===== config.mk =====
export PLATFORM = sky130hd
export DESIGN_NAME = branch_resolve_unit
export DESIGN_NICKNAME = d
export VERILOG_FILES = /design/src/rtl/branch_resolve_unit_pkg.sv /design/src/rtl/branch_resolve_unit_sat_counter2.sv /design/src/rtl/branch_resolve_unit.sv
export SDC_FILE = /design/constraint.sdc
export NUM_CORES = 1
export LEC_CHECK = 0
export BUFFER_PORTS_ARGS = -buffer_cell sky130_fd_sc_hd__buf_2
export CAP_MARGIN = 25
export CORE_UTILIZATION = 35
export CTS_CLUSTER_DIAMETER = 150
export CTS_CLUSTER_SIZE = 16
export DETAILED_ROUTE_END_ITERATION = 10
export PLACE_DENSITY = 0.51
export SYNTH_ARGS = -nofsm -noshare
export SYNTH_HDL_FRONTEND = slang
export SYNTH_SLANG_ARGS = --single-unit

===== constraint.sdc =====
create_clock -name clk -period 8.4 [get_ports clk]
set_input_delay 0.42 -clock clk [delete_from_list [all_inputs] [get_ports clk]]
set_output_delay 0.42 -clock clk [all_outputs]
set_load 0.01 [all_outputs]

===== src/rtl/branch_resolve_unit_pkg.sv =====
// Shared constants and helpers for the branch resolve unit: funct3 encodings,
// predictor counter reset value and saturation limits, and the branch decision.
package branch_resolve_unit_pkg;

    localparam logic [2:0] F3_BEQ  = 3'b000;
    localparam logic [2:0] F3_BNE  = 3'b001;
    localparam logic [2:0] F3_BLT  = 3'b100;
    localparam logic [2:0] F3_BGE  = 3'b101;
    localparam logic [2:0] F3_BLTU = 3'b110;
    localparam logic [2:0] F3_BGEU = 3'b111;

    localparam logic [1:0] CNT2_RESET = 2'b01;
    localparam logic [1:0] CNT2_MAX   = 2'b11;
    localparam logic [1:0] CNT2_MIN   = 2'b00;

    // funct3 010 and 011 have no conditional-branch meaning in RV32I.
    function automatic logic f3_legal(input logic [2:0] f3);
        return !((f3 == 3'b010) || (f3 == 3'b011));
    endfunction

    function automatic logic branch_cond(input logic [2:0] f3, input logic eq,
                                         input logic lt, input logic ltu);
        logic cond;
        cond = 1'b0;
        case (f3)
            F3_BEQ:  cond = eq;
            F3_BNE:  cond = !eq;
            F3_BLT:  cond = lt;
            F3_BGE:  cond = !lt;
            F3_BLTU: cond = ltu;
            F3_BGEU: cond = !ltu;
            default: cond = 1'b0;
        endcase
        return cond;
    endfunction

endpackage


===== src/rtl/branch_resolve_unit_sat_counter2.sv =====
// Two-bit saturating up/down counter with enable; one entry of the predictor table.
module sat_counter2
    import branch_resolve_unit_pkg::*;
(
    input  logic       clk,
    input  logic       rst_n,
    input  logic       en,
    input  logic       up,
    output logic [1:0] count
);

    logic [1:0] count_reg;
    logic [1:0] count_next;

    always_comb begin
        count_next = count_reg;
        if (en) begin
            if (up) begin
                if (count_reg != CNT2_MAX) count_next = count_reg + 2'd1;
            end else begin
                if (count_reg != CNT2_MIN) count_next = count_reg - 2'd1;
            end
        end
    end

    always_ff @(posedge clk) begin
        if (!rst_n) count_reg <= CNT2_RESET;
        else        count_reg <= count_next;
    end

    assign count = count_reg;

endmodule


===== src/rtl/branch_resolve_unit.sv =====
// Resolves conditional branches and jumps with a one-cycle registered result,
// trains a table of 2-bit predictors and keeps branch/misprediction statistics.
module branch_resolve_unit
    import branch_resolve_unit_pkg::*;
#(
    parameter int XLEN  = 32,
    parameter int DEPTH = 64,
    parameter int CNT_W = 16
) (
    input  logic             clk,
    input  logic             rst_n,
    input  logic [XLEN-1:0]  lookup_pc,
    output logic             pred_taken,
    input  logic             req_valid,
    input  logic [2:0]       req_func3,
    input  logic             req_branch,
    input  logic             req_jump,
    input  logic [XLEN-1:0]  req_pc,
    input  logic             req_pred,
    input  logic [XLEN-1:0]  op_a,
    input  logic [XLEN-1:0]  op_b,
    output logic             res_valid,
    output logic             res_taken,
    output logic             res_mispredict,
    output logic             res_illegal,
    output logic [CNT_W-1:0] branch_cnt,
    output logic [CNT_W-1:0] mispred_cnt
);

    localparam int IDX_W = $clog2(DEPTH);
    localparam logic [CNT_W-1:0] STAT_MAX = {CNT_W{1'b1}};

    logic [IDX_W-1:0] lookup_idx;
    logic [IDX_W-1:0] upd_idx;
    logic [1:0]       counters [DEPTH];
    logic [DEPTH-1:0] upd_sel;

    logic eq, lt, ltu, cond;
    logic cond_legal, illegal_c, taken_c, mispredict_c, upd_en;

    logic             res_valid_reg,      res_valid_next;
    logic             res_taken_reg,      res_taken_next;
    logic             res_mispredict_reg, res_mispredict_next;
    logic             res_illegal_reg,    res_illegal_next;
    logic [CNT_W-1:0] branch_cnt_reg,     branch_cnt_next;
    logic [CNT_W-1:0] mispred_cnt_reg,    mispred_cnt_next;

    // Word-aligned PCs: bits [1:0] and everything above the index are not used.
    logic unused_pc_bits;
    assign unused_pc_bits = ^{lookup_pc[XLEN-1:IDX_W+2], lookup_pc[1:0],
                              req_pc[XLEN-1:IDX_W+2], req_pc[1:0]};

    assign lookup_idx = lookup_pc[IDX_W+1:2];
    assign upd_idx    = req_pc[IDX_W+1:2];

    assign eq  = (op_a == op_b);
    assign lt  = ($signed(op_a) < $signed(op_b));
    assign ltu = (op_a < op_b);

    assign cond         = branch_cond(req_func3, eq, lt, ltu);
    assign cond_legal   = req_branch && !req_jump && f3_legal(req_func3);
    assign illegal_c    = req_branch && !req_jump && !f3_legal(req_func3);
    assign taken_c      = req_jump || (cond_legal && cond);
    assign mispredict_c = cond_legal && (cond != req_pred);
    assign upd_en       = req_valid && cond_legal;

    generate
        for (genvar gi = 0; gi < DEPTH; gi++) begin : g_table
            assign upd_sel[gi] = upd_en && (upd_idx == IDX_W'(gi));
            sat_counter2 u_cnt (
                .clk   (clk),
                .rst_n (rst_n),
                .en    (upd_sel[gi]),
                .up    (cond),
                .count (counters[gi])
            );
        end
    endgenerate

    // Reads the registered table, so a same-cycle update shows up one cycle later.
    assign pred_taken = counters[lookup_idx][1];

    always_comb begin
        res_valid_next      = req_valid;
        res_taken_next      = res_taken_reg;
        res_mispredict_next = res_mispredict_reg;
        res_illegal_next    = res_illegal_reg;
        branch_cnt_next     = branch_cnt_reg;
        mispred_cnt_next    = mispred_cnt_reg;
        if (req_valid) begin
            res_taken_next      = taken_c;
            res_mispredict_next = mispredict_c;
            res_illegal_next    = illegal_c;
            if (cond_legal && (branch_cnt_reg != STAT_MAX))
                branch_cnt_next = branch_cnt_reg + 1'b1;
            if (mispredict_c && (mispred_cnt_reg != STAT_MAX))
                mispred_cnt_next = mispred_cnt_reg + 1'b1;
        end
    end

    always_ff @(posedge clk) begin
        if (!rst_n) begin
            res_valid_reg      <= 1'b0;
            res_taken_reg      <= 1'b0;
            res_mispredict_reg <= 1'b0;
            res_illegal_reg    <= 1'b0;
            branch_cnt_reg     <= '0;
            mispred_cnt_reg    <= '0;
        end else begin
            res_valid_reg      <= res_valid_next;
            res_taken_reg      <= res_taken_next;
            res_mispredict_reg <= res_mispredict_next;
            res_illegal_reg    <= res_illegal_next;
            branch_cnt_reg     <= branch_cnt_next;
            mispred_cnt_reg    <= mispred_cnt_next;
        end
    end

    assign res_valid      = res_valid_reg;
    assign res_taken      = res_taken_reg;
    assign res_mispredict = res_mispredict_reg;
    assign res_illegal    = res_illegal_reg;
    assign branch_cnt     = branch_cnt_reg;
    assign mispred_cnt    = mispred_cnt_reg;

endmodule


# Word level (Yosys, flattened, before mapping)
# Index checks and enable logic that the tools add are counted.
dict set report word_totals {
  register_bits 164
  input_bits 137
  output_inout_bits 37
  word_cells 877
}
dict set report classes {
  add_sub_neg 130
  order_cmp 3
  n_eq_ne 202
  muxes 196
  n_bitwise 1
  reduce_logical 275
}
# op n
set op_table {}
lappend op_table {{2-to-1 mux 2 bit} 194}
lappend op_table {{nonzero test 2 bit} 128}
lappend op_table {{equality test 6 bit, second input constant} 32}
lappend op_table {{AND reduction 3 bit} 64}
lappend op_table {{adder 2 x 1 -> 2 bit, second input constant} 64}
lappend op_table {{!= test 2 x 1 -> 1 bit, second input constant} 64}
lappend op_table {{!= test 2 bit, second input constant} 64}
lappend op_table {{subtractor 2 x 1 -> 2 bit, second input constant} 64}
lappend op_table {{equality test 6 x 5 -> 1 bit, second input constant} 16}
lappend op_table {{logical AND 1 bit} 72}
lappend op_table {{less-than comparator 32 bit} 2}
lappend op_table {{equality test 6 x 4 -> 1 bit, second input constant} 8}
lappend op_table {{adder 16 x 1 -> 16 bit, second input constant} 2}
lappend op_table {{equality test 32 bit} 1}
lappend op_table {{!= test 16 bit, second input constant} 2}
lappend op_table {{equality test 6 x 3 -> 1 bit, second input constant} 4}
lappend op_table {{binary-select mux 2 bit (select 6 bit)} 1}
lappend op_table {{equality test 3 bit, second input constant} 4}
lappend op_table {{equality test 6 x 2 -> 1 bit, second input constant} 2}
lappend op_table {{>= comparator 7 bit, second input constant} 1}
lappend op_table {{inverter 6 -> 7 bit} 1}
lappend op_table {{equality test 3 x 2 -> 1 bit, second input constant} 2}
lappend op_table {{equality test 6 x 1 -> 1 bit, second input constant} 1}
lappend op_table {{zero test 6 bit} 1}
lappend op_table {{7 further kinds} 13}

# Longest topological paths before layout
# Gate-level depths: netlist of run 1.
dict set report depth {
  word_depth 7
  depth_mapped 15
  mapped_depth_nobuf 11
}

# Modules after synthesis
# From an unflattened synthesis of run 1, not the netlist that was laid out.
dict set report unflattened {
  hier_cells 1289
  hier_area_um2 9859.5
}
# module instances cells_each area_per_inst_um2 seq_area_each_um2
set by_module_without_submodules {}
lappend by_module_without_submodules {sat_counter2 64 13 96.3 40.0}
lappend by_module_without_submodules {branch_resolve_unit 1 457 3693.5 720.7}

# Worst setup path after synthesis of run 1
# No wires, ideal clock.
dict set report synth_path {
  path_type {input -> output}
  startpoint {input port lookup_pc[2]}
  endpoint {output port pred_taken}
  t_arrival_ns 2.807
  t_required_ns 7.980
  path_slack_ns 5.173
  path_stages 5
  path_buffers 2
  path_cell_list {clkbuf_1 -> buf_1 -> mux4_2 -> mux4_2 -> mux4_2}
}
dict set report synth_via {
  elab_chain_cells 4
}
# element line
set synth_rtl {}
lappend synth_rtl {{from (decl)} branch_resolve_unit.sv:12} ;# input logic [XLEN-1:0] lookup_pc,
lappend synth_rtl {{inverter 6 -> 7 bit (not written as such)} branch_resolve_unit.sv:81} ;# assign pred_taken = counters[lookup_idx][1];
lappend synth_rtl {{binary-select mux 2 bit (select 6 bit)} branch_resolve_unit.sv:81}
lappend synth_rtl {{2-to-1 mux 2 bit (not written as such) (2 in series)} branch_resolve_unit.sv:81}
lappend synth_rtl {{to (decl)} branch_resolve_unit.sv:13} ;# output logic pred_taken,
# No other way between the ends. The select of a mux whose other input is x is not followed.

# Worst setup path after layout of run 1
dict set report layout_path {
  startpoint {input port op_b[23]}
  endpoint {register mispred_cnt_reg[12] (netlist: mispred_cnt[12])}
}
dict set report layout_via {
  elab_chain_cells 7
  word_cells_on_any_way 11
  classes_between {2 x order compare; 2 x eq/ne; 1 x mux; 6 x reduce/logical}
}
# element line
set layout_rtl {}
lappend layout_rtl {{from (decl)} branch_resolve_unit.sv:21} ;# input logic [XLEN-1:0] op_b,
lappend layout_rtl {{less-than comparator 32 bit, or another cell as far along} branch_resolve_unit.sv:58} ;# assign ltu = (op_a < op_b);
lappend layout_rtl {{zero test 1 bit, on equally long branches} {branch_resolve_unit_pkg.sv:31, branch_resolve_unit_pkg.sv:27, branch_resolve_unit_pkg.sv:29}}
lappend layout_rtl {{one-hot mux 1 bit (6 select lines) *} branch_resolve_unit_pkg.sv:25} ;# case (f3)
lappend layout_rtl {{!= test 1 bit *} branch_resolve_unit.sv:64} ;# assign mispredict_c = cond_legal && (cond != req_pred);
lappend layout_rtl {{logical AND 1 bit *} branch_resolve_unit.sv:64}
lappend layout_rtl {{logical AND 1 bit *} branch_resolve_unit.sv:96} ;# if (mispredict_c && (mispred_cnt_reg != STAT_MAX))
lappend layout_rtl {{AND reduction 2 bit (no line) *} n/a}
lappend layout_rtl {{to (signal assigned)} branch_resolve_unit.sv:115} ;# mispred_cnt_reg <= mispred_cnt_next;
lappend layout_rtl {{to (decl)} branch_resolve_unit.sv:46} ;# logic [CNT_W-1:0] mispred_cnt_reg, mispred_cnt_next;
# Mark *: on every way between the ends. The rest lies on a longest branch, timed or not.
# A chain may end at the register's enable or synchronous reset.

==> results of run 1 <==
==> critical path, stage by stage <==
cell     delay (ps)
buf_2            70
inv_1            30
ha_1            310
nand4_1         190
nor4_4          400
a311o_1         220
a21oi_1          60
a21oi_1         190
and3_4          870
buf_4           800
xnor2_1         280
and2_1          280
a41o_1          240
==> cell usage in the layout (no fill, tap or decap), drive strengths merged, types with 2 or more instances in the layout <==
cell type / n
o221ai: 44
nor3b: 2
clkbuf: 19
nand4: 12
nor2: 87
nor2b: 8
nand2: 234
xor2: 9
or4: 6
or3: 12
and3: 6
a31oi: 3
nor3: 17
o21ai: 121
buf: 126
and2: 6
nor4: 2
o211ai: 24
inv: 64
a21boi: 2
xnor2: 4
mux4: 21
nand3: 100
ha: 34
o31ai: 3
dfxtp: 164
a21oi: 116
bufinv: 3
clkinv: 7
mux2i: 47
==> worst min path at each step <==
stage,endpoint,slack (ps),depth (start not counted)
after floorplan,g_table[0].u_cnt.count[1],450,2
after global placement,g_table[41].u_cnt.count[1],470,2
after detailed placement,g_table[42].u_cnt.count[1],470,2
after CTS,res_taken,260,2
after global routing,res_taken,280,2
final,res_taken,270,2
==> power by group through the flow <==
stage               logic, uW  clock network (uW)  registers [uW]
finish                    247                 807             836
CTS                       249                 828             836
global placement          247                   0             852
floorplan                 186                   0             846
global route              280                 864             841
detailed placement        248                   0             853
==> cells by family after synthesis <==
group,Yosys count,share of synthesized area [%]
simple gates,498,23.3
compound gates,322,20.4
flops,164,34.6
buf+inv,132,5.91
mux,68,10.1
fa+ha+maj,34,4.48
xor+xnor,13,1.28
==> through the flow <==
stage	power, uW	instance area (um2)	setup WS, ps
6_report	1890	10900	4340
3_5_place_dp	1100	10200	3820
4_1_cts	1910	10800	4300
5_1_grt	1980	10900	3990
3_3_place_gp	1100	10200	3840
2_1_floorplan	1030	9500	5170
==> per-layer routing <==
layer	part of all wire [%]	global-route usage, %	up-vias
met5	0	0	-
met4	1.5	5.03	0
met3	3.2	3.18	26
met2	46	29.4	147
met1	49	23.4	4141
li1	-	-	4549
==> layout make-up <==
cell class,count,area (um2)
Sequential cell,164,3280
Clock inverter,12,156
Fill cell,2724,15500
Multi-Input combinational cell,935,5670
Timing Repair Buffer,126,657
Tap cell,335,419
Inverter,63,236
Clock buffer,19,443
==> results.yml, run 1 <==
route:
  vias_per_cell: 5.36
  drtIter0Drc: 550
  dr.pass1.iters: 4
  vias: 8863
  ant_nets: 0
  drc: 0
  wl_per_cell_um: 14.6
  routed_wl_um: 24200
placed_design:
  port_buffers: 121
  finalWeightedCongestion: 0.747
  hpwlAfterDp_um: 15800
  dp.cells: 1622
worst_setup_path:
  worstSetupPathType: "input port to flop"
  cp_max_fo: 97
  crit_start: "op_b[23]"
  worstSetupEndpoint: "mispred_cnt[12]"
  cp.arrival_ps: 4390
  critPathLaunchType: "input port"
  r2r.worst_path.cells: 8
  end_kind: "flop"
  crit_required_ps: 8730
  r2r-start: "mispred_cnt[0]"
  r2r-end: "mispred_cnt[3]"
  reg2reg_slack_ps: 5700
clock_network:
  cts_tree: "yes"
  htreeDepth: 4
  postCtsHoldBufs: 0
  cts_buffers: 17
  clockRootBuffer: "clkbuf_16"
  cts_resized: 0
  clock_sinks: 164
  clk_path_buf_depth: 2
  clock_latency_ps: 440
  clkSlewWorstSetupHoldPaths_ps: 70
  post-cts-setup-buffers: 0
sta:
  timing.setup.tns_ps: 0
  worstMarginPinSlew_ps: 1020
  skew_ps: 7.20
  slew_viol_final: 0
  finalHoldViolCount: 0
  hold_ws_ps: 267
  fmax_mhz: 246
  slew_headroom_pct: 31.9
  finalCriticalPeriod_ps: 4060
  min_period_over_period_pct: 48.4
  setup_violations: 0
  rsz0062_at_grt: "no"
power_and_ir_drop:
  total_leakage_power_uw: 0.00448
  clockPowerShare_pct: 42.7
  p_seq_share_pct: 44.3
  internal-power_uw: 1370
  p_sw_uw: 518
  vdd_drop_max_mv: 0.130
  combPwrFrac_pct: 13.1
  powerDensity_mw_per_mm2: 174
  switching_share_pct: 27.4
logic_synthesis:
  synth_top_cell_area_share_pct: 34.6
  syn_inst: 1231
  synthTopCellsByArea: "dfxtp_1 (35%), nand2_1 (9.2%), o21ai_0 (6.1%)"
  synth_async_sr_flop_share_pct: 0
  synth_area_mm2: 0.00950
  yosysTopAreaCell: "dfxtp_1"
  ys_warn_count: 0
  synth_common_cells: "nand2_1 (234), dfxtp_1 (164), o21ai_0 (115)"
  ys_ff_latch: 164
  synth.net_count: 1402
  synth_ff_type: "dfxtp_1"
  syn_avg_cell_area_um2: 7.72
  yosysMostFrequentCell: "nand2_1"
  synth_edf_count: 0
  synth_seq_area_share_pct: 34.6
  synth.distinct_cells: 56
outcome:
  status: "finished clean"
flow_run:
  drv_cap: 0
final_layout:
  final_cells: 1654
  drive_gt1_share_pct: 15.1
  fin_util_pct: 41.2
  nets: 1478
  syn_to_final_growth_pct: 14.3
  largest_reg_flops: 128
  diodes: 0
die:
  die_y_um: 167
  dieArea_mm2: 0.0278
  core_mm2: 0.0264
  die_w_um: 167
  core.rowCount: 59
  io_pins: 174
  initial_core_util_pct: 36.1
worst_hold_path:
  hold_path_class: "input port to flop"
  min_from: "req_valid"
grt:
  grt_usage_pct: 17.7
  grt_pass1_wl_um: 39900
  antenna_found_initial: 0
  grt_pass1_vias: 8134
  grt_max_degree: 100
  overflow: 0
No activity file was read; power rests on OpenSTA's default activity.
==> run 2: changes to the inputs <==
- clock period: 8.4 -> 3.87 ns (I/O delays scaled with it)
==> results.yml, run 2 (synthesis gave the netlist of run 1 again) <==
worst_setup_path:
  r2r.worst_path.cells: 9
  r2r-start: "mispred_cnt[0]"
  slowest_delay_ps: 520
  path_cells: "buf_2 > ha_1 > a21oi_1 > o21ai_0 > a221oi_1 > nor3b_1 > or4_1 > and3_4 > buf_12 > xnor2_1 > a41oi_1 > a41o_1"
  crit_start: "op_a[5]"
  r2r-end: "mispred_cnt[5]"
  worstSetupEndpoint: "mispred_cnt[12]"
  cp.arrival_ps: 3060
  critPathLaunchType: "input port"
  slowest_stage: "or4_1"
  end_kind: "flop"
  crit_required_ps: 4200
  worstSetupPathType: "input port to flop"
  cp_max_fo: 122
  reg2reg_slack_ps: 1140
clock_network:
  clkSlewWorstSetupHoldPaths_ps: 70
  postCtsHoldBufs: 0
  post-cts-setup-buffers: 0
  clk_path_buf_depth: 2
  cts_resized: 0
  htreeDepth: 4
  cts_tree: "yes"
  clockRootBuffer: "clkbuf_16"
  clock_latency_ps: 430
  cts_buffers: 17
  clock_sinks: 164
final_layout:
  nets: 1484
  drive_gt1_share_pct: 15.6
  final_cells: 1661
  largest_reg_flops: 128
  diodes: 0
  fillerInstances: 2681
  layout_commonest_cell: "nand2_1"
  multi_input_area_mm2: 0.00567
  layout_common_cells: "nand2_1 (234), dfxtp_1 (164), buf_2 (120)"
  syn_to_final_growth_pct: 15.1
  ff_latch_area_mm2: 0.00328
placed_design:
  finalWeightedCongestion: 0.749
  dp.cells: 1628
  hpwlAfterDp_um: 15900
  port_buffers: 121
sta:
  slew_headroom_pct: 43.1
  timing.setup.tns_ps: 0
  rsz0062_at_grt: "no"
  fmax_mhz: 365
  min_period_over_period_pct: 70.7
  hold_ws_ps: 39.2
  slew_viol_final: 0
  finalHoldViolCount: 0
  finalCriticalPeriod_ps: 2740
  worstMarginPinSlew_ps: 853
  setup_violations: 0
  skew_ps: 7.67
route:
  ant_nets: 0
  routed_wl_um: 24100
  wl_per_cell_um: 14.5
  vias_per_cell: 5.38
  drc: 0
  vias: 8931
  drtIter0Drc: 571
  dr.pass1.iters: 6
grt:
  grt_pass1_wl_um: 40300
  grt_usage_pct: 17.8
  overflow: 0
  antenna_found_initial: 0
  grt_pass1_vias: 8073
  grt_max_degree: 123
power_and_ir_drop:
  power_uw: 4100
  total_leakage_power_uw: 0.00451
  vdd_drop_max_mv: 0.275
  clockPowerShare_pct: 42.4
  powerDensity_mw_per_mm2: 375
  internal-power_uw: 2950
  switching_share_pct: 28.0
  combPwrFrac_pct: 13.4
  p_seq_share_pct: 44.2
  p_sw_uw: 1150
die:
  dieArea_mm2: 0.0278
  initial_core_util_pct: 36.1
  die_w_um: 167
  io_pins: 174
  core.rowCount: 59
  die_y_um: 167
  core_mm2: 0.0264
worst_hold_path:
  hold_path_class: "input port to flop"
  min_from: "req_valid"
  holdPathStages: 2
outcome:
  status: "finished clean"
flow_run:
  drv_cap: 0
## run 2: cell type report
| type | count | area share, % |
|---|---|---|
| clock buffers | 19 | 4.14 |
| flip-flops and latches | 164 | 30.0 |
| inverters | 63 | 2.16 |
| clock inverters | 13 | 1.34 |
| repair buffers | 132 | 6.65 |
| well taps | 335 | 3.83 |
| multi-input cells | 935 | 51.8 |
## run 2: metal layers
layer / GRT usage, % / vias up / part of all wire [%]
met3: 3.14 / 23 / 4.0
met1: 24.1 / 4164 / 48
li1: - / 4562 / -
met2: 29.0 / 182 / 46
met4: 4.83 / 0 / 1.3
met5: 0 / - / 0
## run 2: worst max-delay path, delay by kind of cell
family,cells,cell delay (ps)
AND/OR/NAND/NOR,3,850
XOR/XNOR,1,380
AO/OA/AOI/OAI,5,1020
buffers and inverters,2,320
adder cells (fa/ha/maj),1,300
## run 2: through the flow
step	area, um2	utilization, %	setup slack [ps]
after floorplan	9500	-	1100
after global placement	10300	39.1	644
after detailed placement	10300	39.1	628
after CTS	10900	41.4	1090
after global routing	10900	41.5	816
final	10900	41.5	1130
## run 2: power groups by stage
stage                     Clock [uW]  Combinational [uW]  Sequential (uW)
after detailed placement           0                 552             1850
final                           1740                 551             1810
after global placement             0                 546             1850
after floorplan                    0                 404             1840
after CTS                       1800                 554             1810
after global routing            1870                 626             1830
## run 2: worst min-delay path by stage
| stage | endpoint | slack, ps |
|---|---|---|
| 2_1_floorplan | res_taken | 280 |
| 3_3_place_gp | res_illegal | 460 |
| 3_5_place_dp | g_table[59].u_cnt.count[1] | 470 |
| 4_1_cts | res_taken | 30 |
| 5_1_grt | res_taken | 40 |
| 6_report | res_taken | 40 |
==> run 3: changes to the inputs <==
- clock period: 3.87 -> 2.6 ns (I/O delays scaled with it)
==> results.yml, run 3 (synthesis gave the netlist of run 1 again) <==
final_layout:
  syn_to_final_growth_pct: 20.6
  drive_gt1_share_pct: 18.6
  ff_latch_area_mm2: 0.00329
  layout_commonest_cell: "nand2_1"
  layout_common_cells: "nand2_1 (234), dfxtp_1 (160), buf_2 (119)"
  diodes: 0
  multi_input_area_mm2: 0.00570
  nets: 1524
  largest_reg_flops: 128
  fillerInstances: 2615
sta:
  slew_headroom_pct: 43.9
  fin_ws_ps: 36.0
  worstMarginPinSlew_ps: 842
  finalHoldViolCount: 0
  setup_violations: 0
  finalCriticalPeriod_ps: 2560
  slew_viol_final: 0
  rsz0062_at_grt: "yes"
  min_period_over_period_pct: 98.6
  fmax_mhz: 390
  skew_ps: 7.95
die:
  core.rowCount: 59
  io_pins: 174
  dieArea_mm2: 0.0278
  core_mm2: 0.0264
  initial_core_util_pct: 36.1
  die_y_um: 167
  die_w_um: 167
power_and_ir_drop:
  powerDensity_mw_per_mm2: 559
  vdd_drop_max_mv: 0.391
  total_leakage_power_uw: 0.00477
  power_uw: 6400
placed_design:
  post-place-ws_ps: -368
  port_buffers: 121
  hpwlAfterDp_um: 16900
  finalWeightedCongestion: 0.768
clock_network:
  clkSlewWorstSetupHoldPaths_ps: 70
  clk_path_buf_depth: 2
  cts_tree: "yes"
  clockRootBuffer: "clkbuf_16"
  clock_latency_ps: 440
  clock_sinks: 164
  htreeDepth: 4
  cts_buffers: 17
route:
  vias: 9028
  ant_nets: 0
  routed_wl_um: 25300
  dr.pass1.iters: 5
  wl_per_cell_um: 14.9
  vias_per_cell: 5.31
  drc: 0
  drtIter0Drc: 553
grt:
  overflow: 0
  grt_pass1_wl_um: 41200
  antenna_found_initial: 0
  grt_usage_pct: 18.2
  grt_pass1_vias: 8262
  grt_max_degree: 185
flow_run:
  drv_cap: 0
worst_setup_path:
  cp_max_fo: 4
  worstSetupPathType: "flop to output pin"
  critPathLaunchType: "flop"
  cp.arrival_ps: 2430
  end_kind: "output pin"
  crit_required_ps: 2470
outcome:
  status: "finished clean"
worst_hold_path:
  hold_path_class: "input port to flop"
==> run 3: cell types whose count changed in the layout (fill, tap and decap cells not counted), sizes merged <==
cell / previous run / this run
clkbuf: 19 / 18
dlygate4sd3: 0 / 3
clkinv: 5 / 1
buf: 132 / 167
clkinvlp: 2 / 3
bufinv: 2 / 3
dlymetal6s4s: 0 / 1
inv: 67 / 71
==> run 3: worst max-delay path, cell delays in order (launching register included) <==
cell	delay, ps
dfxtp_1	340
mux4_2	530
mux4_2	490
mux4_2	490
buf_6	140
==> run 3: layout make-up <==
cell class	count	share of cell area [%]
clock inverters	15	1.68
repair buffers	172	10.4
multi-input cells	935	49.8
flip-flops and latches	164	28.7
well taps	335	3.66
clock buffers	17	3.71
inverters	63	2.06
==> run 3: metrics by stage <==
stage | hold WS (ps) | cell area [um2] | TNS [ps] | utilization (%) | instances
CTS | 127 | 11400 | 0 | 43.1 | 1698
global route | 144 | 11500 | -23.5 | 43.5 | 1701
detailed placement | 423 | 10700 | -30070 | 40.6 | 1662
finish | 138 | 11500 | 0 | 43.5 | 1701
floorplan | 220 | 9520 | -31.9 | - | 1231
global placement | 424 | 10700 | -20100 | 40.6 | 1662
==> run 3: layer usage <==
layer	wire (um)	track usage (%)	share of wire [%]
met5	0	0	0
met4	284	4.19	1.1
met3	945	4.06	3.7
met2	11600	30.1	46
met1	12500	24.2	49
==> run 3: what timing repair did <==
item / 4_1_cts / 5_1_grt
resized for setup: 0 / 15
buffers inserted: 0 / 2
endpoints found under the setup margin: 0 / 27
endpoints found under the hold margin: 3 / 0
hold buffers: 4 / 0
==> run 3: power breakdown <==
part,leakage (uW),switching (uW),internal [uW],total (uW)
Sequential,0.00133,94.2,2610,2700
Combinational,0.00315,554,427,981
Clock,0.000296,1180,1540,2720
==> run 3: worst paths after layout <==
kind	startpoint	to	slack, ps	cells past startpoint
worst max-delay path	g_table[43].u_cnt.count[1]	pred_taken	40	4
worst min-delay path	req_pred	mispred_cnt[13]	140	4
worst max register to register	branch_cnt[7]	branch_cnt[13]	300	8
worst min register to register	g_table[6].u_cnt.count[0]	g_table[6].u_cnt.count[1]	470	2
